===== src/rtl/seq_stat_engine.sv =====
// seq_stat_engine
// ---------------
// Collects a frame of NUM unsigned samples and produces one of four
// statistics selected by the mode captured on the first sample of the frame.
//
// Handshake: in_valid must stay high for NUM consecutive cycles to form a
// frame; a gap before the NUM-th sample discards the frame.
// out_valid is high exactly in the cycles where out_result carries a
// result, and out_result is forced to zero whenever out_valid is low.
// There is no backpressure.
//
// Ports
//   clk        : rising-edge clock
//   rst_n      : asynchronous active-low reset
//   in_valid   : sample strobe (NUM consecutive cycles per frame)
//   in_number  : unsigned sample, DATA_W bits
//   mode       : 00 alternating sum, 01 max-min, 10 sorted list, 11 deltas
//   out_valid  : result strobe
//   out_result : signed two's-complement result, OUT_W bits
module seq_stat_engine #(
  parameter int DATA_W = 4,
  parameter int NUM    = 6,
  localparam int OUT_W = DATA_W + $clog2(NUM) + 1
) (
  input  logic              clk,
  input  logic              rst_n,
  input  logic              in_valid,
  input  logic [DATA_W-1:0] in_number,
  input  logic [1:0]        mode,
  output logic              out_valid,
  output logic [OUT_W-1:0]  out_result
);

  localparam int CNT_W = $clog2(NUM + 1);
  localparam logic [CNT_W-1:0] NUM_C  = CNT_W'(NUM);
  localparam logic [CNT_W-1:0] LAST_C = CNT_W'(NUM - 1);
  localparam logic [CNT_W-1:0] ONE_C  = CNT_W'(1);

  typedef enum logic [1:0] {
    IDLE = 2'd0,
    LOAD = 2'd1,
    CALC = 2'd2,
    OUT  = 2'd3
  } state_t;

  state_t            state;
  logic [CNT_W-1:0]  cnt;       // samples stored so far in this frame
  logic [CNT_W-1:0]  out_idx;   // results already issued in OUT
  logic [1:0]        mode_q;
  logic [DATA_W-1:0] samples    [NUM];  // arrival order
  logic [DATA_W-1:0] sorted     [NUM];  // ascending, stable
  logic [DATA_W-1:0] sorted_ins [NUM];  // sorted with the incoming sample inserted

  logic              accept;
  logic [CNT_W-1:0]  ins_cnt;

  // Samples are only taken while a frame is being collected; anything seen
  // in CALC or OUT is dropped.
  assign accept  = in_valid && (state == IDLE || state == LOAD);
  // The first sample of a frame lands at position 0 regardless of what the
  // counter held from the previous frame.
  assign ins_cnt = (state == LOAD) ? cnt : '0;

  function automatic logic signed [OUT_W-1:0] zext(input logic [DATA_W-1:0] v);
    return {{(OUT_W - DATA_W){1'b0}}, v};
  endfunction

  // Stable insertion: the valid prefix sorted[0..ins_cnt-1] is ascending.
  // Entries <= the new value stay put (so equal values keep arrival order),
  // the new value goes right after them, and larger entries shift up one.
  // Positions beyond the valid prefix are left untouched.
  always_comb begin
    for (int i = 0; i < NUM; i++) begin
      sorted_ins[i] = sorted[i];
    end
    if (ins_cnt != '0 && sorted[0] <= in_number) begin
      sorted_ins[0] = sorted[0];
    end else begin
      sorted_ins[0] = in_number;
    end
    for (int i = 1; i < NUM; i++) begin
      if (CNT_W'(i) <= ins_cnt) begin
        if (CNT_W'(i) < ins_cnt && sorted[i] <= in_number) begin
          sorted_ins[i] = sorted[i];
        end else if (sorted[i-1] > in_number) begin
          sorted_ins[i] = sorted[i-1];
        end else begin
          sorted_ins[i] = in_number;
        end
      end
    end
  end

  // Result datapath. All arithmetic is OUT_W wide, which holds the largest
  // alternating sum (ceil(NUM/2) * max sample) and the most negative delta.
  logic signed [OUT_W-1:0] alt_sum;
  logic signed [OUT_W-1:0] range_val;
  logic signed [OUT_W-1:0] sort_val;
  logic signed [OUT_W-1:0] diff_val;
  logic signed [OUT_W-1:0] next_result;
  logic [CNT_W-1:0]        sel_idx;
  logic [CNT_W-1:0]        n_out;

  always_comb begin
    alt_sum = '0;
    for (int i = 0; i < NUM; i++) begin
      if (i % 2 == 0) begin
        alt_sum = alt_sum + zext(samples[i]);
      end else begin
        alt_sum = alt_sum - zext(samples[i]);
      end
    end

    range_val = zext(sorted[NUM-1]) - zext(sorted[0]);

    // CALC produces result 0; OUT produces result out_idx.
    sel_idx = (state == OUT) ? out_idx : '0;

    sort_val = '0;
    for (int i = 0; i < NUM; i++) begin
      if (sel_idx == CNT_W'(i)) begin
        sort_val = zext(sorted[i]);
      end
    end

    diff_val = '0;
    for (int i = 0; i < NUM - 1; i++) begin
      if (sel_idx == CNT_W'(i)) begin
        diff_val = zext(samples[i+1]) - zext(samples[i]);
      end
    end

    case (mode_q)
      2'b00: begin
        next_result = alt_sum;
        n_out       = ONE_C;
      end
      2'b01: begin
        next_result = range_val;
        n_out       = ONE_C;
      end
      2'b10: begin
        next_result = sort_val;
        n_out       = NUM_C;
      end
      default: begin
        next_result = diff_val;
        n_out       = LAST_C;
      end
    endcase
  end

  always_ff @(posedge clk or negedge rst_n) begin
    if (!rst_n) begin
      state      <= IDLE;
      cnt        <= '0;
      out_idx    <= '0;
      mode_q     <= 2'b00;
      out_valid  <= 1'b0;
      out_result <= '0;
      for (int i = 0; i < NUM; i++) begin
        samples[i] <= '0;
        sorted[i]  <= '0;
      end
    end else begin
      if (accept) begin
        for (int i = 0; i < NUM; i++) begin
          if (ins_cnt == CNT_W'(i)) begin
            samples[i] <= in_number;
          end
          sorted[i] <= sorted_ins[i];
        end
      end

      case (state)
        IDLE: begin
          if (in_valid) begin
            mode_q <= mode;
            cnt    <= ONE_C;
            state  <= LOAD;
          end
        end
        LOAD: begin
          if (!in_valid) begin
            // Short frame: drop it silently.
            cnt   <= '0;
            state <= IDLE;
          end else begin
            cnt <= cnt + ONE_C;
            if (cnt == LAST_C) begin
              state <= CALC;
            end
          end
        end
        CALC: begin
          out_valid  <= 1'b1;
          out_result <= next_result;
          out_idx    <= ONE_C;
          cnt        <= '0;
          state      <= OUT;
        end
        OUT: begin
          if (out_idx == n_out) begin
            out_valid  <= 1'b0;
            out_result <= '0;
            out_idx    <= '0;
            state      <= IDLE;
          end else begin
            out_result <= next_result;
            out_idx    <= out_idx + ONE_C;
          end
        end
        default: begin
          state <= IDLE;
        end
      endcase
    end
  end

endmodule


===== config.mk =====
export PLATFORM = sky130hd
export DESIGN_NAME = seq_stat_engine
export DESIGN_NICKNAME = d
export VERILOG_FILES = /design/src/rtl/seq_stat_engine.sv
export SDC_FILE = /design/constraint.sdc
export NUM_CORES = 1
export LEC_CHECK = 0
export CAP_MARGIN = 30
export CORE_UTILIZATION = 30
export DETAILED_ROUTE_END_ITERATION = 10
export MAX_ROUTING_LAYER = met4
export PLACE_DENSITY = 0.54
export SYNTH_ARGS = -nofsm -noshare
export SYNTH_HDL_FRONTEND = slang
export SYNTH_SLANG_ARGS = --single-unit

===== constraint.sdc =====
create_clock -name clk -period 5.6 [get_ports clk]
set_input_delay 1.4 -clock clk [delete_from_list [all_inputs] [get_ports clk]]
set_output_delay 1.4 -clock clk [all_outputs]
set_load 0.01 [all_outputs]

==> results of run 1 <==
## cells in the mapped netlist, types with 4 or more instances
| library cell | count | area share (%) |
|---|---|---|
| a211oi_1 | 4 | 0.53 |
| a21o_1 | 10 | 1.3 |
| a21oi_1 | 29 | 2.6 |
| a221o_1 | 5 | 0.88 |
| a22oi_1 | 5 | 0.66 |
| clkbuf_1 | 10 | 0.66 |
| dfrtp_1 | 67 | 30 |
| fa_1 | 19 | 6.7 |
| ha_1 | 70 | 15 |
| inv_1 | 71 | 4.7 |
| mux2_2 | 30 | 6.0 |
| mux2i_1 | 19 | 3.4 |
| nand2_1 | 53 | 3.5 |
| nand2b_1 | 9 | 0.99 |
| nand3b_1 | 7 | 0.93 |
| nand4_1 | 6 | 0.66 |
| nor2_1 | 26 | 1.7 |
| nor2b_1 | 13 | 1.4 |
| nor3_1 | 5 | 0.44 |
| o21a_1 | 12 | 1.6 |
| o21ai_0 | 51 | 4.5 |
| o21ai_1 | 5 | 0.44 |
| o21ai_2 | 4 | 0.62 |
| o32ai_1 | 4 | 0.62 |
| xnor2_1 | 13 | 2.0 |
| xor2_1 | 4 | 0.62 |
## path summary, 6_finish.rpt
| check | cells after the start | start | slack (ps) | endpoint |
|---|---|---|---|---|
| max | 13 | samples[1] | 1540 | out_result[3] |
| min | 1 | out_result[6] | 480 | out_result[6] |
| max reg2reg | 13 | samples[1] | 1540 | out_result[3] |
| min reg2reg | 1 | out_result[6] | 480 | out_result[6] |
| max in group asynchronous | 2 | rst_n | 3480 | sorted[22] |
| min in group asynchronous | 1 | rst_n | 1120 | samples[3] |
## cell families after synthesis
family                     Yosys count  synth area share, %
AOI/OAI and AO/OA                  156                 18.1
and+or+nand+nor                    139                 12.2
adders and majority gates           89                 22.2
buffers and inverters               86                 5.90
DFF                                 67                 29.6
muxes                               49                 9.33
xor gates and xnor gates            17                 2.63
## cell usage in the layout (no fill, tap or decap), drive strengths merged, types with 4 or more instances in the layout
master,count
dfrtp,67
o21ai,60
ha,70
a211oi,4
nor3,5
nor2b,13
mux2i,19
a21oi,29
mux2,30
nand3b,8
buf,5
nand4,6
xor2,4
o21a,12
clkbuf,10
nand2b,9
fa,19
a21o,10
a221o,5
xnor2,13
o32ai,4
nor2,26
inv,71
nand2,55
a22oi,5
clkdlybuf4s50,16
## registers in the layout, summed over array words and instances, names as in the netlist, named ones only
name	cells
cnt	3
out_valid	1
state	1
mode_q	2
out_idx	3
sorted	24
samples	24
out_result	8
## critical path: cells and delay by family, from the launching register on
kind / cells / cell delay (ps)
adder cells (fa/ha/maj): 5 / 2080
AO/OA/AOI/OAI: 4 / 910
flip-flops: 1 / 500
XOR/XNOR: 1 / 310
buffers and inverters: 3 / 150
## layout make-up
| type | instances | area, um2 |
|---|---|---|
| flip-flops and latches | 67 | 1680 |
| well taps | 229 | 287 |
| inverters | 71 | 267 |
| repair buffers | 21 | 193 |
| fillers | 1786 | 11800 |
| multi-input cells | 450 | 3650 |
| clock inverters | 6 | 113 |
| clock buffers | 10 | 239 |
## metal layers
layer / routed length [um] / GRT usage (%)
met5: 0 / -
met4: 272 / 5.56
met3: 854 / 3.44
met2: 7860 / 29.8
met1: 7390 / 22.6
## report_power, final
group	switching (mW)	internal [mW]	total, mW
Clock	0.226	0.447	0.673
Sequential	0.262	0.653	0.915
Combinational	1.65	1.32	2.97
==> results.yml, run 1 <==
drt:
  antenna_left: 0
  routed_wl_um: 16400
  avgRoutedWirePerCell_um: 19.2
  drc_errors: 0
  vias: 4598
  first_iter_violations: 422
  drtPass1Iterations: 7
  viasPerCell: 5.38
min_path:
  hold_class: "reg -> reg"
pwr:
  vdd_drop_max_v: 0.000319
  power.total_mw: 4.56
  powerDensity_nw_per_um2: 710
  total_leakage_power_nw: 2.99
synthesis:
  synth_cells: 603
  ys_seq_area_share_pct: 29.6
  synth-seq-cells: 67
  synth_edf_count: 0
  synth.distinct_cells: 58
  avgSynthCellArea_um2: 9.39
  synth_flop_cell: "dfrtp_1"
  async_flop_share_pct: 100
  synthesis.nets: 701
  yosys_warnings: 0
  mappedNetlistArea_um2: 5660
sta:
  worst_slew_pin_slew_ps: 889
  hold_violations: 0
  min_period_ps: 4060
  relSlewSlack_pct: 40.5
  finalCritPeriodShare_pct: 72.6
  clock_skew_ps: 8.20
  finalMaxSlewViolations: 0
  finalSetupTns_ps: 0
  timing.final.ws_setup_ps: 1540
  setup_viol: 0
  rsz0062_at_grt: "false"
  fmax_mhz: 246
  hold_slack_ps: 485
floorplanning:
  core.rowCount: 49
  die-area_um2: 19400
  fp.dieH_um: 139
  pin_count: 18
  core-area_um2: 18200
  start_util_pct: 31.1
  die_x_um: 139
clock_tree:
  cts_resized: 0
  path_clk_slew_ps: 60
  hold_buffers: 0
  numCtsBuffers: 9
  post-cts-setup-buffers: 0
  clkLatencyLatePin_ps: 350
  cts_sinks: 67
  clk_path_buf_depth: 2
  ctsRootBufferMaster: "clkbuf_16"
  cts.htree.levels: 3
  cts_tree: "done"
placement:
  dp_hpwl_um: 12900
  port_buffers: 17
  dp_cells: 838
  routabilityCongestion: 0.988
  dp_slack_ps: 1230
  place_area_um2: 6070
final_layout:
  syn_to_final_growth_pct: 13.5
  diodes: 0
  finalNonFillerCells: 854
  nNetsFinal: 718
  drive_gt1_share_pct: 10.1
  finish.instance_area_um2: 6420
  utilization_pct: 35.3
worst_setup_path:
  worstSetupPathType: "reg -> reg"
  max_stage_delay_ps: 530
  required_ps: 5840
  timing.critical_path.fanout_max: 4
  cp_slowest_cell: "fa_1"
  path_cells: "ha_1, inv_1, fa_1, inv_1, fa_1, inv_1, ha_1, fa_1, xor2_1, o32ai_1, a311oi_1, o21ai_1, a22oi_1"
  cp-end-kind: "flip-flop"
  critPathArrivalTime_ps: 4300
  worstSetupStartpointType: "flip-flop"
grt:
  grt_usage_pct: 18.2
  grt_overflow: 0
  grt_pass1_wl_um: 25800
  grt_max_degree: 39
  grt_pass1_vias: 4592
  antenna_found_initial: 0
status:
  run_status: "finished, final reports clean"
job:
  maxCapViolCount: 0
No activity file was read; power rests on OpenSTA's default activity.
==> run 2, diff against run 1 <==
==> constraint.sdc (replaced) <==
create_clock -name clk -period 3.8 [get_ports clk]
set_input_delay 0.95 -clock clk [delete_from_list [all_inputs] [get_ports clk]]
set_output_delay 0.95 -clock clk [all_outputs]
set_load 0.01 [all_outputs]
==> run 2 against run 1 <==
- cell area is 0.82% higher
- first-iteration DRC count fell by 30%
- critical endpoint is now out_result[2]
- critical path type unchanged
- global-route usage increased by 0.10 points
- clock skew rose by 1.0 ps
==> results.yml, run 2 (synthesized netlist as in run 1, its figures left out) <==
final_layout:
  fill_cells: 1840
  largestRegisters: "samples (24), sorted (24), out_result (8)"
  drive_gt1_share_pct: 11.8
  utilization_pct: 35.6
  final_cell_mix: "71 x inv_1, 70 x ha_1, 67 x dfrtp_1"
  syn_to_final_growth_pct: 14.4
  final_common_cell: "inv_1"
  diodes: 0
  nNetsFinal: 729
drt:
  drc_errors: 0
  first_iter_violations: 294
  avgRoutedWirePerCell_um: 19.0
  drtPass1Iterations: 8
  wirelength_met1_um: 7560
  viasPerCell: 5.36
  met3_length_um: 603
  antenna_left: 0
  top_layer: "met4"
  vias: 4634
  met2_length_um: 8040
  routed_wl_um: 16500
worst_setup_path:
  critPathArrivalTime_ps: 3910
  critPathBufInv: 3
  cp_slowest_cell: "fa_1"
  rr_endpoint: "out_result[2]"
  r2r_cells: 13
  r2r_slack_ps: 170
  worstSetupPathType: "reg -> reg"
  cp-end-kind: "flip-flop"
  path_cells: "inv_1, fa_1, fa_1, inv_1, fa_1, inv_1, ha_1, fa_1, nor2_1, a211oi_1, a21oi_1, a31oi_1, a32o_1"
  r2r-start: "samples[0]"
  crit_family: "adder cells"
  worstSetupStartpointType: "flip-flop"
  cpMostUsedCell: "fa_1"
  required_ps: 4080
  max_stage_delay_ps: 590
  timing.critical_path.fanout_max: 3
clock_tree:
  post-cts-setup-buffers: 0
  cts.htree.levels: 3
  clk_path_buf_depth: 2
  path_clk_slew_ps: 60
  clkLatencyLatePin_ps: 350
  cts_resized: 0
  cts_sinks: 67
  numCtsBuffers: 9
  cts_tree: "done"
  hold_buffers: 0
  ctsRootBufferMaster: "clkbuf_16"
status:
  run_status: "finished, final reports clean"
sta:
  finalMaxSlewViolations: 0
  hold_slack_ps: 500
  worst_slew_pin_slew_ps: 904
  hold_violations: 0
  finalSetupTns_ps: 0
  relSlewSlack_pct: 39.5
  setup_viol: 0
  min_period_ps: 3630
  clock_skew_ps: 9.19
  rsz0062_at_grt: "false"
  finalCritPeriodShare_pct: 95.6
  fmax_mhz: 275
grt:
  grt_overflow: 0
  antenna_found_initial: 0
  grt_usage_pct: 18.3
  grt_max_degree: 31
  grt_pass1_vias: 4747
  grt_pass1_wl_um: 26300
placement:
  port_buffers: 17
  routabilityCongestion: 0.891
  dp_hpwl_um: 13000
floorplanning:
  core.rowCount: 49
  core-area_um2: 18200
  die_x_um: 139
  die-area_um2: 19400
  pin_count: 18
  start_util_pct: 31.1
  fp.dieH_um: 139
min_path:
  holdCritStartpoint: "out_result[6]"
  hold_class: "reg -> reg"
  holdPathEnd: "out_result[6]"
  hold_depth: 1
pwr:
  powerDensity_nw_per_um2: 1020
  total_leakage_power_nw: 3.02
  vdd_drop_max_v: 0.000589
job:
  maxCapViolCount: 0
## run 2: how the worst max path moves through the flow
stage	slack [ps]	cells after the start	endpoint	from
finish	170	13	out_result[2]	samples[0]
global route	0.6	13	out_result[2]	samples[0]
global placement	140	13	out_result[6]	samples[2]
detailed placement	100	13	out_result[6]	samples[2]
CTS	30	13	out_result[6]	samples[2]
floorplan	340	13	out_result[6]	samples[2]
## run 2: routing by layer
metal | track usage, % | vias to the layer above
li1 | - | 2174
met1 | 23.1 | 2324
met2 | 30.1 | 115
met3 | 2.99 | 21
met4 | 5.15 | 0
met5 | - | -
## run 2: layout make-up
type	instances	area [um2]	share of cell area, %
Inverter	71	267	4.12
Tap cell	229	287	4.43
Clock inverter	5	60.1	0.928
Clock buffer	11	253	3.90
Multi-Input combinational cell	450	3650	56.4
Sequential cell	67	1680	25.9
Timing Repair Buffer	32	278	4.29
## run 2: per-stage QoR
step / setup WS [ps] / instance area [um2] / instances / power [mW]
after global routing: 0.635 / 6470 / 865 / 7.19
after CTS: 31.8 / 6470 / 865 / 6.60
after global placement: 141 / 6160 / 849 / 5.55
after detailed placement: 99.3 / 6160 / 849 / 5.66
after floorplan: 344 / 5660 / 603 / 4.39
final: 166 / 6470 / 865 / 6.58
## run 2: power breakdown
group | leakage (nW) | total [mW] | switching [mW] | internal (mW)
combinational | 2.07 | 4.36 | 2.38 | 1.97
clock | 0.152 | 0.885 | 0.339 | 0.546
sequential | 0.797 | 1.34 | 0.374 | 0.962
total | 3.02 | 6.58 | 3.10 | 3.48
